### config.mk
export PLATFORM = sky130hd
export DESIGN_NAME = mult_div_seq_flat
export DESIGN_NICKNAME = d
export VERILOG_FILES = /design/src/rtl/mult_div_seq_if.sv /design/src/rtl/mult_div_seq.sv /design/src/flat_wrapper.sv
export SDC_FILE = /design/constraint.sdc
export NUM_CORES = 1
export LEC_CHECK = 0
export CORE_MARGIN = 1
export CORE_UTILIZATION = 55
export DETAILED_ROUTE_END_ITERATION = 10
export PLACE_DENSITY = 0.76
export SKIP_LAST_GASP = 1
export SYNTH_ARGS = -nofsm -noshare
export SYNTH_HDL_FRONTEND = slang
export SYNTH_SLANG_ARGS = --single-unit
### constraint.sdc
create_clock -name clk -period 3.86 [get_ports clk]
set_input_delay 1.158 -clock clk [delete_from_list [all_inputs] [get_ports clk]]
set_output_delay 1.158 -clock clk [all_outputs]
set_load 0.01 [all_outputs]
### src/rtl/mult_div_seq_if.sv
// Handshake and operand/result bundle for the sequential multiply/divide unit.
interface mult_div_seq_if #(
  parameter int WIDTH = 32
);
  logic             start;
  logic             op;
  logic             is_signed;
  logic [WIDTH-1:0] a;
  logic [WIDTH-1:0] b;
  logic             busy;
  logic             done;
  logic [WIDTH-1:0] hi;
  logic [WIDTH-1:0] lo;
  logic             div_zero;

  modport master (
    output start, op, is_signed, a, b,
    input  busy, done, hi, lo, div_zero
  );

  modport slave (
    input  start, op, is_signed, a, b,
    output busy, done, hi, lo, div_zero
  );
endinterface

### src/rtl/mult_div_seq.sv
// Sequential multiply/divide unit for the HI/LO path.
// Multiply: shift-add on operand magnitudes, one multiplier bit per cycle, LSB first.
// Divide: restoring division on magnitudes, one quotient bit per cycle, MSB first.
// Signs are applied in the FIX cycle; divide-by-zero skips CALC entirely.
module mult_div_seq #(
  parameter int WIDTH = 32
) (
  input logic            clk,
  input logic            reset,
  mult_div_seq_if.slave  bus
);

  localparam int CW = (WIDTH > 1) ? $clog2(WIDTH) : 1;
  localparam logic [CW-1:0]        CNT_LAST = CW'(WIDTH - 1);
  localparam logic [CW-1:0]        CNT_ONE  = CW'(1);
  localparam logic [WIDTH-1:0]     ONE_W    = WIDTH'(1);
  localparam logic [2*WIDTH-1:0]   ONE_2W   = (2*WIDTH)'(1);
  localparam logic [WIDTH-1:0]     ZERO_W   = {WIDTH{1'b0}};

  typedef enum logic [1:0] {
    IDLE = 2'd0,
    CALC = 2'd1,
    FIX  = 2'd2,
    DONE = 2'd3
  } state_t;

  // Two's-complement negate of a single-width value.
  function automatic logic [WIDTH-1:0] neg_w(input logic [WIDTH-1:0] x);
    return (~x) + ONE_W;
  endfunction

  // Two's-complement negate of a double-width value.
  function automatic logic [2*WIDTH-1:0] neg_2w(input logic [2*WIDTH-1:0] x);
    return (~x) + ONE_2W;
  endfunction

  // Magnitude of an operand; raw value in unsigned mode. MIN maps onto
  // itself, which read as unsigned is exactly its magnitude.
  function automatic logic [WIDTH-1:0] magnitude(input logic [WIDTH-1:0] x,
                                                 input logic sgn);
    return (sgn && x[WIDTH-1]) ? neg_w(x) : x;
  endfunction

  state_t             state;
  logic [CW-1:0]      count;
  logic               op_l;
  logic               sign_q;
  logic               sign_r;
  logic [WIDTH-1:0]   mag_a;
  logic [WIDTH-1:0]   mag_b;
  logic [2*WIDTH-1:0] acc;
  logic [WIDTH-1:0]   rem;
  logic [WIDTH-1:0]   quo;
  logic               busy;
  logic               done;
  logic [WIDTH-1:0]   hi;
  logic [WIDTH-1:0]   lo;
  logic               div_zero;

  logic [WIDTH:0]     add_src;
  logic [WIDTH:0]     mul_sum;
  logic [WIDTH:0]     div_shift;
  logic [WIDTH:0]     div_trial;
  logic [2*WIDTH-1:0] prod_fix;
  logic [WIDTH-1:0]   quo_fix;
  logic [WIDTH-1:0]   rem_fix;

  assign bus.busy     = busy;
  assign bus.done     = done;
  assign bus.hi       = hi;
  assign bus.lo       = lo;
  assign bus.div_zero = div_zero;

  // One iteration step of each algorithm plus the final sign correction.
  always_comb begin
    add_src   = {(WIDTH+1){1'b0}};
    if (acc[0]) begin
      add_src = {1'b0, mag_a};
    end else begin
      add_src = {(WIDTH+1){1'b0}};
    end
    mul_sum   = {1'b0, acc[2*WIDTH-1:WIDTH]} + add_src;
    div_shift = {rem, quo[WIDTH-1]};
    div_trial = div_shift - {1'b0, mag_b};
    prod_fix  = sign_q ? neg_2w(acc) : acc;
    quo_fix   = sign_q ? neg_w(quo) : quo;
    rem_fix   = sign_r ? neg_w(rem) : rem;
  end

  // Control FSM with registered handshake and result outputs.
  always_ff @(posedge clk) begin
    if (reset) begin
      state    <= IDLE;
      count    <= {CW{1'b0}};
      op_l     <= 1'b0;
      sign_q   <= 1'b0;
      sign_r   <= 1'b0;
      mag_a    <= ZERO_W;
      mag_b    <= ZERO_W;
      acc      <= {(2*WIDTH){1'b0}};
      rem      <= ZERO_W;
      quo      <= ZERO_W;
      busy     <= 1'b0;
      done     <= 1'b0;
      hi       <= ZERO_W;
      lo       <= ZERO_W;
      div_zero <= 1'b0;
    end else begin
      case (state)
        IDLE: begin
          if (bus.start) begin
            op_l     <= bus.op;
            sign_q   <= bus.is_signed & (bus.a[WIDTH-1] ^ bus.b[WIDTH-1]);
            sign_r   <= bus.is_signed & bus.a[WIDTH-1];
            mag_a    <= magnitude(bus.a, bus.is_signed);
            mag_b    <= magnitude(bus.b, bus.is_signed);
            acc      <= {ZERO_W, magnitude(bus.b, bus.is_signed)};
            rem      <= ZERO_W;
            quo      <= magnitude(bus.a, bus.is_signed);
            count    <= {CW{1'b0}};
            div_zero <= 1'b0;
            busy     <= 1'b1;
            if (bus.op && (bus.b == ZERO_W)) begin
              state <= DONE;
            end else begin
              state <= CALC;
            end
          end else begin
            state <= IDLE;
          end
        end
        CALC: begin
          if (op_l) begin
            // A negative trial means the divisor did not fit: restore.
            if (div_trial[WIDTH]) begin
              rem <= div_shift[WIDTH-1:0];
            end else begin
              rem <= div_trial[WIDTH-1:0];
            end
            quo <= {quo[WIDTH-2:0], ~div_trial[WIDTH]};
          end else begin
            acc <= {mul_sum, acc[WIDTH-1:1]};
          end
          if (count == CNT_LAST) begin
            count <= {CW{1'b0}};
            state <= FIX;
          end else begin
            count <= count + CNT_ONE;
          end
        end
        FIX: begin
          if (op_l) begin
            hi <= rem_fix;
            lo <= quo_fix;
          end else begin
            hi <= prod_fix[2*WIDTH-1:WIDTH];
            lo <= prod_fix[WIDTH-1:0];
          end
          done  <= 1'b1;
          state <= DONE;
        end
        DONE: begin
          // Arriving from FIX, done is already up. Arriving straight from
          // IDLE (divide by zero), spend one extra cycle raising it.
          if (!done) begin
            done     <= 1'b1;
            div_zero <= 1'b1;
          end else begin
            done  <= 1'b0;
            busy  <= 1'b0;
            state <= IDLE;
          end
        end
        default: begin
          state <= IDLE;
          busy  <= 1'b0;
          done  <= 1'b0;
        end
      endcase
    end
  end

endmodule

### src/flat_wrapper.sv
// flat-port wrapper written by rule: the top's interface ports become plain ports
module mult_div_seq_flat 
#(
  parameter int WIDTH = 32
)
  (clk, reset, bus_start, bus_op, bus_is_signed, bus_a, bus_b, bus_busy, bus_done, bus_hi, bus_lo, bus_div_zero);
  mult_div_seq_if #(.WIDTH(WIDTH)) bus_i ();
  input logic clk;
  input logic reset;
  input wire logic [$bits(bus_i.start)-1:0] bus_start;
  input wire logic [$bits(bus_i.op)-1:0] bus_op;
  input wire logic [$bits(bus_i.is_signed)-1:0] bus_is_signed;
  input wire logic [$bits(bus_i.a)-1:0] bus_a;
  input wire logic [$bits(bus_i.b)-1:0] bus_b;
  output wire logic [$bits(bus_i.busy)-1:0] bus_busy;
  output wire logic [$bits(bus_i.done)-1:0] bus_done;
  output wire logic [$bits(bus_i.hi)-1:0] bus_hi;
  output wire logic [$bits(bus_i.lo)-1:0] bus_lo;
  output wire logic [$bits(bus_i.div_zero)-1:0] bus_div_zero;
  assign bus_i.start = bus_start;
  assign bus_i.op = bus_op;
  assign bus_i.is_signed = bus_is_signed;
  assign bus_i.a = bus_a;
  assign bus_i.b = bus_b;
  assign bus_busy = bus_i.busy;
  assign bus_done = bus_i.done;
  assign bus_hi = bus_i.hi;
  assign bus_lo = bus_i.lo;
  assign bus_div_zero = bus_i.div_zero;
  mult_div_seq #(.WIDTH(WIDTH)) u_core (.clk(clk), .reset(reset), .bus(bus_i));
endmodule
-- Word-level counts from Yosys, hierarchy flattened
Cells that the tools add are included.
- flip-flop bits (word level): 269
- input port bits: 69
- output and inout port bits: 67
- word-level logic and storage cells: 91
- add/sub/neg operators: 8
- equality and inequality tests: 10
- multiplexer cells: 34
- bitwise gates (word level): 9
- reductions and logical operators: 15
- operators with widths (cell ; number):
    32-bit 2-to-1 mux ; 12
    64-bit 2-to-1 mux ; 3
    32-bit by 1-bit adder with 32-bit output (second input constant) ; 4
    32-bit NOT ; 4
    32-bit one-hot mux with 2 select lines ; 2
    64-bit one-hot mux with 2 select lines ; 1
    64-bit by 1-bit adder with 64-bit output (second input constant) ; 1
    64-bit NOT ; 1
    32-bit by 32-bit adder with 33-bit output ; 1
    33-bit by 32-bit subtractor with 33-bit output ; 1
    32-bit zero test ; 1
    3-bit AND reduction ; 4
    5-bit 2-to-1 mux ; 2
    5-bit one-hot mux with 2 select lines ; 1
    2-bit 2-to-1 mux ; 4
    2-bit one-hot mux with 4 select lines ; 1
    2-bit by 1-bit != test with 1-bit output (second input constant) ; 3
    2-bit != test (second input constant) ; 3
    1-bit one-hot mux with 2 select lines ; 3
    2-bit AND reduction ; 3
    2-bit nonzero test ; 3
    5-bit by 1-bit adder with 5-bit output (second input constant) ; 1
    5-bit equality test (second input constant) ; 1
    1-bit 2-to-1 mux ; 5
    other kinds (7) ; 11

-- Logic depth before layout (Yosys ltp)
- depth in word-level cells: 5
- depth in mapped cells: 14
- mapped depth without buffers: 12

-- Worst setup path after synthesis
OpenSTA, ideal clock, no wires.
- path kind: input-to-reg
- from: input port bus_b[10]
- to: register u_core.acc[22]
- setup time: 0.132 ns
- arrival time: 3.279 ns
- data required time: 3.728 ns
- setup slack: 0.448 ns
- stages on the path: 8
- path buffers: 0
- cell sequence: or4_1 > or4_1 > or3_1 > o31ai_1 > xor2_1 > o21ai_0 > nand2_1 > a21oi_1
- cells in the longest elaborated chain, start to end: 5
- RTL lines (item ; line ; RTL):
    from (decl) ; flat_wrapper.sv:14 ; input wire logic [$bits(bus_i.b)-1:0] bus_b;
    32-bit NOT ; mult_div_seq.sv:29 ; return (~x) + ONE_W;
    32-bit by 1-bit adder with 32-bit output ; mult_div_seq.sv:29 ;
    32-bit 2-to-1 mux ; mult_div_seq.sv:41 ; return (sgn && x[WIDTH-1]) ? neg_w(x) : x;
    64-bit 2-to-1 mux ; mult_div_seq.sv:111 ; if (bus.start) begin
    64-bit one-hot mux with 2 select lines ; mult_div_seq.sv:109 ; case (state)
    to (signal assigned) ; mult_div_seq.sv:100 ; acc <= {(2*WIDTH){1'b0}};
    to (signal assigned) ; mult_div_seq.sv:117 ; acc <= {ZERO_W, magnitude(bus.b, bus.is_signed)};
    to (signal assigned) ; mult_div_seq.sv:142 ; acc <= {mul_sum, acc[WIDTH-1:1]};
    to (decl) ; mult_div_seq.sv:51 ; logic [2*WIDTH-1:0] acc;
No other way between the ends. The select of a mux whose other input is x is not followed.
A chain may end at the register's enable or synchronous reset.

-- Worst setup path after layout
- from: register u_core.acc[0]
- to: register u_core.acc[59]
- cells in the longest elaborated chain, start to end: 4
- RTL lines (item ; line ; RTL):
    32-bit 2-to-1 mux ; mult_div_seq.sv:77 ; if (acc[0]) begin
    32-bit by 32-bit adder with 33-bit output ; mult_div_seq.sv:82 ; mul_sum = {1'b0, acc[2*WIDTH-1:WIDTH]} + add_src;
    64-bit 2-to-1 mux ; mult_div_seq.sv:133 ; if (op_l) begin
    64-bit one-hot mux with 2 select lines ; mult_div_seq.sv:109 ;
No other way between the ends. The select of a mux whose other input is x is not followed.

==> reports/summary.log <==
qor: detailed_routing.post-route-drc-count 0
qor: grt.grt_start_max_net_pins 136
qor: detailed_routing.viasPerCell 6.31
qor: placement.io_buffers 135
qor: timing.fmax 275 MHz
qor: cts.clock_tree_from_tritoncts done
qor: synth.ys_seq_elements 269
qor: timing.worst_setup_skew_after_layout 15.5 ps
qor: finish.filler_cell_count 2927
qor: placement.final_replace_weighted_congestion 0.944
qor: min_path.hp-class reg2reg
qor: cts.cts_htree_levels 2
qor: setup_path.worst_ep_required_time 4260 ps
qor: synth.synthDominantCellAreaShare 29.2%
qor: timing.rsz_0062_raised_after_global_routing no
qor: synth.yosys-top-cells-count 325 x nand2_1, 269 x dfxtp_1, 230 x nor2_1
qor: pwr.power.ir.vdd_worst 0.366 mV
qor: synth.netlist_top_cells_area dfxtp_1 29%, nand2_1 6.6%, a21oi_1 6.1%
qor: finish.finish.instance_area 21500 um^2
qor: finish.utilization_after_layout 65.5%
qor: cts.holdBufCountCts 0
qor: floorplan.dieArea 34300 um^2
qor: timing.tightest_slew 1150 ps
qor: timing.setup_viol_count_final 0
qor: floorplan.dieHeight 185 um
qor: synth.yosysSeqAreaShare 29.2%
qor: grt.track_usage 35.2%
qor: synth.async_reset_ff_share 0%
qor: placement.detailed_place_hpwl 45100 um
qor: timing.slew_headroom 23.1%
qor: setup_path.critical_path_start_end_classification reg2reg
qor: setup_path.crit_arrival 4040 ps
qor: synth.netlist-cell-type-count 78
qor: synth.dominantRegCellSynth dfxtp_1
qor: pwr.static-leakage-power 8.38 nW
qor: synth.mappedNetlistNets 2599
qor: detailed_routing.dr_total_vias 19000
qor: grt.globalRouteOverflowTotal 0
qor: setup_path.end_kind flip-flop
qor: detailed_routing.routed_wl 60900 um
qor: pwr.cellPowerDensity 457 nW/um^2
qor: timing.report.final.slew_viol_count 0
qor: timing.setup_total_negative_slack 0 ps
qor: cts.cts_root_buffer clkbuf_16
qor: floorplan.initial_core_util 56.3%
qor: setup_path.timing.critical_path.fanout_max 30
qor: timing.layout_min_cycle_time 3640 ps
qor: finish.num_antenna_cells 0
qor: detailed_routing.wire_per_inst 20.2 um
qor: synth.synthesis.area 18400 um^2
qor: synth.synthesis.area_per_instance 7.52 um^2
qor: finish.layout-drive-gt1-share 6.54%
qor: timing.final.hold.worst_slack 439 ps
qor: synth.yosys_warnings 0
qor: synth.synth_largest_area_cell dfxtp_1
qor: run.cap_viol_max_count 0
qor: placement.dpl_cell_area 20400 um^2
qor: finish.final_net_count 2690
qor: floorplan.die-width 185 um
qor: detailed_routing.drt_iter0_drc 1656
qor: outcome.status complete, no violations
qor: grt.grt_pass1_vias 17400
qor: floorplan.design.core.area 32800 um^2
qor: floorplan.ios 136
qor: grt.grt_antenna_before_repair 0
qor: cts.max-clock-path-buffers 3
qor: grt.grt_pass1_wl 95000 um
qor: timing.finalCritPeriodShare 94.4%
qor: cts.cts_made_buffers 34
qor: detailed_routing.antenna_violating_nets_post_route 0
qor: cts.clk_pin_slew_worst_paths 60 ps
qor: synth.synth.most_common_cell nand2_1
qor: finish.area_delta_synth_final 16.4%
qor: timing.report.final.hold_viol_count 0
qor: synth.netlist_instances 2453
qor: cts.clock_sinks 269
qor: detailed_routing.drt_first_pass_iters 6
qor: setup_path.reg2reg_setup_slack 220 ps
qor: cts.insertion_delay 510 ps
qor: setup_path.critical_path.startpoint_type flip-flop
qor: floorplan.row_count 66
qor: synth.synth_enable_flop_cells 0
-- where the power goes --
group          switching, mW  internal [mW]  leakage (nW)  total (mW)
Sequential             0.387           3.09          2.20        3.48
Combinational           1.97           1.19          5.64        3.16
Clock                   1.29           1.89         0.542        3.17
Total                   3.64           6.17          8.38        9.81
-- placed cells by master, fill, tap and decap left out, types with 8 or more instances in the layout --
master and instances:
nand2_1 325, clkbuf_8 8, xnor2_1 127, ha_1 73, or3_1 32, o21a_1 11, nor2b_1 8, a21oi_1 222
o41ai_1 20, clkbuf_16 35, a22oi_1 10, o21ai_0 178, and2_1 40, nor3_1 48, inv_1 78, nand3_1 32
xor2_1 90, clkdlybuf4s50_1 134, or2_2 9, nand2b_1 25, o31ai_1 38, a31oi_1 19, or4_1 19, and3_1 30
mux2i_1 26, a21o_1 35, a211oi_1 77, a221o_1 33, nor2_1 230, nand4_1 21, o21bai_1 9, nor4_1 21
buf_4 68, dfxtp_1 267, o211ai_1 25
-- registers in the layout, summed over array words and instances (netlist names), 2 cells and up --
signal	count
u_core.quo	32
u_core.bus.hi	32
u_core.acc	64
u_core.rem	32
u_core.state	2
u_core.mag_b	32
u_core.count	5
u_core.mag_a	32
u_core.bus.lo	32
-- logic make-up (layout without fill, tap and decap cells) --
| group | after synthesis | in the layout | share of synthesized area, % |
|---|---|---|---|
| adders and majority gates | 77 | 77 | 5.31 |
| AOI/OAI and AO/OA | 764 | 764 | 26.8 |
| muxes | 29 | 29 | 1.66 |
| and+or+nand+nor | 868 | 868 | 22.0 |
| xor gates and xnor gates | 217 | 217 | 10.3 |
| DFF | 269 | 269 | 29.2 |
| buffers and inverters | 229 | 344 | 4.76 |
-- final timing paths --
check | startpoint | end | depth (start not counted)
min reg2reg | u_core.bus.hi[13] | u_core.bus.hi[13] | 2
max | u_core.acc[0] | u_core.acc[59] | 13
min | u_core.bus.hi[13] | u_core.bus.hi[13] | 2
max reg2reg | u_core.acc[0] | u_core.acc[59] | 13
-- routing by layer --
metal / vias up / GRT usage (%) / routed length (um)
li1: 9006 / - / -
met1: 9031 / 48.5 / 26500
met5: - / 0 / 0
met3: 127 / 4.46 / 4940
met4: 0 / 11.7 / 1910
met2: 832 / 56.6 / 27600
-- critical path: stages (launching register included) --
cell and delay [ps]:
dfxtp_1 340, buf_4 180, buf_4 260, and2_1 180
ha_1 280, a21oi_1 200, a21boi_0 140, or3_1 390
a221o_1 320, o2111ai_1 350, buf_4 210, a211oi_1 70
or3_1 330, a32o_1 240
-- final cells by class --
cell class              instances  area [um^2]  area share, %
flip-flops and latches        269         5390           25.1
clock inverters                11         92.6          0.431
repair buffers                206         1920           8.96
multi-input cells            1955        12200           56.9
clock buffers                  49         1010           4.70
well taps                     442          553           2.58
inverters                      78          293           1.36
-- through the flow --
stage | total power [mW] | std cells | setup slack, ps
after floorplan | 5.53 | 2453 | 448
after global placement | 6.53 | 2950 | -26.8
after detailed placement | 6.60 | 2950 | -42.0
after CTS | 9.75 | 3010 | 178
after global routing | 10.3 | 3010 | 43.0
final | 9.81 | 3010 | 218
-- timing repair --
action	4_1_cts	5_1_grt
buffers inserted	0	0
setup endpoints to repair	0	2
resized for setup	0	1
Power figures use the tool's default switching activity.
==> RTL change 1 (same settings) <==
`WIDTH` is set to 32 in 3 places; all go to 16.
--- a/src/rtl/mult_div_seq_if.sv
+++ b/src/rtl/mult_div_seq_if.sv
@@ -1,6 +1,6 @@
 // Handshake and operand/result bundle for the sequential multiply/divide unit.
 interface mult_div_seq_if #(
-  parameter int WIDTH = 32
+  parameter int WIDTH = 16
 );
   logic             start;
   logic             op;
--- a/src/rtl/mult_div_seq.sv
+++ b/src/rtl/mult_div_seq.sv
@@ -3,7 +3,7 @@
 // Divide: restoring division on magnitudes, one quotient bit per cycle, MSB first.
 // Signs are applied in the FIX cycle; divide-by-zero skips CALC entirely.
 module mult_div_seq #(
-  parameter int WIDTH = 32
+  parameter int WIDTH = 16
 ) (
   input logic            clk,
   input logic            reset,
--- a/src/flat_wrapper.sv
+++ b/src/flat_wrapper.sv
@@ -1,7 +1,7 @@
 // flat-port wrapper written by rule: the top's interface ports become plain ports
 module mult_div_seq_flat 
 #(
-  parameter int WIDTH = 32
+  parameter int WIDTH = 16
 )
   (clk, reset, bus_start, bus_op, bus_is_signed, bus_a, bus_b, bus_busy, bus_done, bus_hi, bus_lo, bus_div_zero);
   mult_div_seq_if #(.WIDTH(WIDTH)) bus_i ();
Ports: changed (resized bus_a, bus_b, bus_hi and bus_lo); port bits go from 136 to 72. The function was not compared with the original's and may differ.
==> RTL change 1 against the unedited design <==
- clock skew hardly changed
- wire length is 59% lower
- total power is 49% lower
- highest routed layer unchanged
- first-iteration DRC count is 50% lower
- critical path type is now in -> reg
- sequential cell count is 129 lower
- setup slack better by 330 ps
- synthesized area is 50% lower
- final area is 50% lower
==> RTL change 1: results (changes against the unedited design) <==
| Metric | Value |
|---|---|
| Comb pwr share | 0.324 (+0.002) |
| Max reg flops | 32 (-50%) |
| Hold Crit Start | u_core.mag_a[10] |
| Fill count | 1,418 (-52%) |
| Placed inst area | 10,090 µm² (-50%) |
| Post-synth top cells | 162 x nand2_1, 140 x dfxtp_1, 110 x nor2_1 |
| Ratio of cells with drive above 1 in the final layout | 0.05313 (-0.01229) |
| Netlist cell types | 60 (-23%) |
| Vias in the first global route | 7,898 (-55%) |
| Worst path slowest cell | or4_1 |
| Worst R2R Path Depth | 10 (-3) |
| Via/cell ratio | 6.043 (-4.3%) |
| H-tree Lvls | 4 (+2) |
| Post-synthesis sequential area ratio | 0.3059 (+0.01391) |
| Mux contribution to synthesized area | 0.02226 (+0.005707) |
| Reg2reg setup slack | 750 ps (+530 ps) |
| Worst Setup EP | u_core.acc[13] |
| Post-Synth Adder-Cell Area | 0.06173 (+0.008675) |
| Number of port buffers | 71 (-47%) |
| Global-route usage over all layers | 0.3042 (-0.04784) |
| Hold Path End | u_core.mag_a[10] |
| First drt pass iteration count | 5 (-1) |
| Hold Slack | 451.5 ps (+12.42 ps) |
| PD cells | 470.6 nW/µm² (+3.0%) |
| CP top delay family | simple AND/OR/NAND/NOR gates |
| CP max stage delay | 590 ps (+200 ps) |
| Area of the multi-input gates | 5941 µm² (-51%) |
| CP arrival | 3670 ps (-370 ps) |
| Syn Nets | 1,285 (-51%) |
| Max clock buf depth | 2 (-1) |
| Clk_lat worst skew | 430 ps (-80 ps) |
| Placed Instances | 1,447 (-51%) |
| Post-Route Skew | 15.51 ps (+0.008300 ps) |
| Routed WL per cell | 17.07 µm (-16%) |
| Worst-path maximum fanout | 4 (-87%) |
| Largest net degree at the start of global routing | 54 (-60%) |
| Status | finished clean |
| CP startpoint | bus_b[1] |
| Largest cells by area after synthesis | dfxtp_1 31%, nand2_1 6.6%, a21oi_1 5.8%, ha_1 5.7%, xnor2_1 5.5% |
| Ratio of final minimum period to clock period | 0.8574 (-0.08623) |
| Slew margin rel. | 0.2820 (+0.05144) |
| Worst VDD drop | 0.0004837 V (+32%) |
| Final WL | 25,210 µm (-59%) |
| Seq. pwr | 1810 µW (-48%) |
-- RTL change 1: cell count changes in the layout (fill, tap and decap cells not counted), moves of 32 or more --
cell             unedited run  this run
xor2_1                     90        46
a221o_1                    33         0
nor2_1                    230       110
nand2_1                   325       162
a211oi_1                   77        45
dfxtp_1                   267       140
a21oi_1                   222       106
inv_1                      78        44
buf_4                      68        23
o21ai_0                   178        88
ha_1                       73        41
xnor2_1                   127        58
clkdlybuf4s50_1           134        70
-- RTL change 1: metal layers --
layer	share of wire	GRT usage	routed length, µm
met5	0	0	0
met4	0.019	0.1001	467
met3	0.070	0.06453	1773
met2	0.45	0.4737	11420
met1	0.46	0.4182	11550
-- RTL change 1: layout make-up --
type	instances	area share
inverter	44	0.01550
clock buffer	19	0.04156
tap	216	0.02536
clock inverter	11	0.01139
sequential	140	0.2630
timing repair buffer	95	0.08571
multi-input combinational	952	0.5575
==> RTL change 2 (config.mk and constraints unchanged) <==
Without the edit above. Make the reset (`reset`) asynchronous in one clocked block.
--- a/src/rtl/mult_div_seq.sv
+++ b/src/rtl/mult_div_seq.sv
@@ -88,7 +88,7 @@
   end
 
   // Control FSM with registered handshake and result outputs.
-  always_ff @(posedge clk) begin
+  always_ff @(posedge clk or posedge reset) begin
     if (reset) begin
       state    <= IDLE;
       count    <= {CW{1'b0}};
Function: differs if reset is asserted again (counterexample within 4 cycles, from zero or initial values and one cycle with reset high); with reset held inactive, the same outputs for 4 cycles.
==> RTL change 2 against the unedited design <==
- setup slack worse by 120 ps
- wire length shrank 11%
- synthesized area decreased by 1.3%
- worst hold slack better by 31 ps
- sequential cell count unchanged
- final area up 0.96%
- global-route usage is 2.8 points lower
- critical path type unchanged
- highest routed layer unchanged
Power is not compared: it rests on default switching activity, and its combinational part moved more than twofold at a synthesized area within 25%.
==> RTL change 2: results (changes against the unedited design) <==
| Metric | Value |
|---|---|
| Nonclk inv count | 94 (+21%) |
| Maximum clock frequency | 266.0 MHz (-3.1%) |
| Die width | 184.0 µm (-0.63%) |
| Synth async-reset ratio | 1.000 (+1.000) |
| Placed Instances | 2,730 (-7.5%) |
| Ratio of cells with drive above 1 in the final layout | 0.08936 (+0.02394) |
| Reg2reg setup slack | 100 ps (-120 ps) |
| Synth Area per Inst | 8.395 µm² (+12%) |
| Worst-path maximum fanout | 4 (-87%) |
| Placed inst area | 20,550 µm² (+0.91%) |
| Post-synthesis sequential area ratio | 0.3697 (+0.07767) |
| DP HPWL | 40,740 µm (-9.8%) |
| Slew @ Worst Pin | 1001 ps (-149.1 ps) |
| Post-Route Skew | 15.50 ps (-0.001400 ps) |
| Global-route usage over all layers | 0.3241 (-0.02792) |
| Synth Area in Compound Gates | 0.2309 (-0.03671) |
| Clock buffer cells | 38 (-22%) |
| Fraction of standard cell area in multi-input logic | 0.4964 (-0.07238) |
| Hold Slack | 470.1 ps (+31.00 ps) |
| Netlist cell types | 71 (-9.0%) |
| Largest net degree at the start of global routing | 97 (-29%) |
| Syn Nets | 2,315 (-11%) |
| Setup slack at placement | -122.3 ps (-80.38 ps) |
| Vias in the first global route | 16.12k (-7.6%) |
| Worst R2R Start | u_core.acc[8] |
| Routed WL per cell | 19.49 µm (-3.7%) |
| First-pass GRT wire length | 86,260 µm (-9.2%) |
| Via count | 16.80k (-12%) |
| Worst R2R Path Depth | 10 (-3) |
| Num CTS Buffers | 31 (-8.8%) |
| Nets | 2,471 (-8.1%) |
| Comb power | 8050 µW |
| Fill count | 2,698 (-7.8%) |
| First drt pass iteration count | 7 (+1) |
| Post-synth top cells | 292 x nand2_1, 290 x o21ai_0, 269 x dfrtp_1 |
| Hold Path End | u_core.mag_a[11] |
| XOR/XNOR Fraction of Synth Area | 0.1121 (+0.009013) |
| Global placer's final weighted congestion | 0.9319 (-1.3%) |
| Hold Crit Start | u_core.mag_a[11] |
| Area of the multi-input gates | 10,760 µm² (-12%) |
| Worst VDD drop | 0.0006756 V |
| FF-to-FF End | u_core.bus.hi[21] |
| Via/cell ratio | 6.018 (-4.6%) |
| Final Total Pwr | 16,280 µW |
| Buffers excl. clock | 238 (+16%) |
| Status | finished clean |
| Clk_lat worst skew | 590 ps (+80 ps) |
| Largest cells by area after synthesis | dfrtp_1 37%, o21ai_0 8.0%, nand2_1 6.0%, xor2_1 5.8%, xnor2_1 5.4% |
| Multi-In Gates | 1,691 (-14%) |
| Mux contribution to synthesized area | 0.02432 (+0.007770) |
| Seq/total area | 0.3107 (+0.05972) |
| Initial DRC count | 1,597 (-3.6%) |
| H-tree Lvls | 1 (-1) |
| Post-Synth Adder-Cell Area | 0.05373 (+0.0006781) |
| ClkCell Share | 0.04832 (-0.002971) |
| CP arrival | 4200 ps (+160 ps) |
| Non-clock buffer share | 0.1026 (+0.01306) |
==> RTL change 2: cell count changes after synthesis, sizes merged, moves of 34 or more <==
| cell | unedited run | this run |
|---|---|---|
| a211oi | 77 | 19 |
| a21oi | 224 | 135 |
| dfrtp | 0 | 269 |
| dfxtp | 269 | 0 |
| nand2 | 326 | 292 |
| nor2 | 230 | 127 |
| o21ai | 184 | 291 |
==> RTL change 2: timing repair <==
item | in CTS | in global routing
gates resized for setup | 0 | 12
endpoints found under the setup margin | 0 | 42
buffers inserted | 0 | 4
==> RTL change 2: layer usage <==
metal  share of wire  wire (µm)  vias up  track usage
li1                -          -     7976            -
met2            0.46      24940      630       0.5211
met4           0.039       2124        0       0.1187
met3           0.055       2975      132      0.03685
met1            0.45      24380     8063       0.4506
met5               0          0        -            0
==> RTL change 2: critical path, cell delays in order (launching register included) <==
cell and delay (ps):
dfrtp_1 390, or4_4 570, or4_4 460, or3_4 360, or2_4 300, or3_4 380, or3_4 400, buf_4 170
o31ai_2 240, xor2_1 200, o221ai_1 150
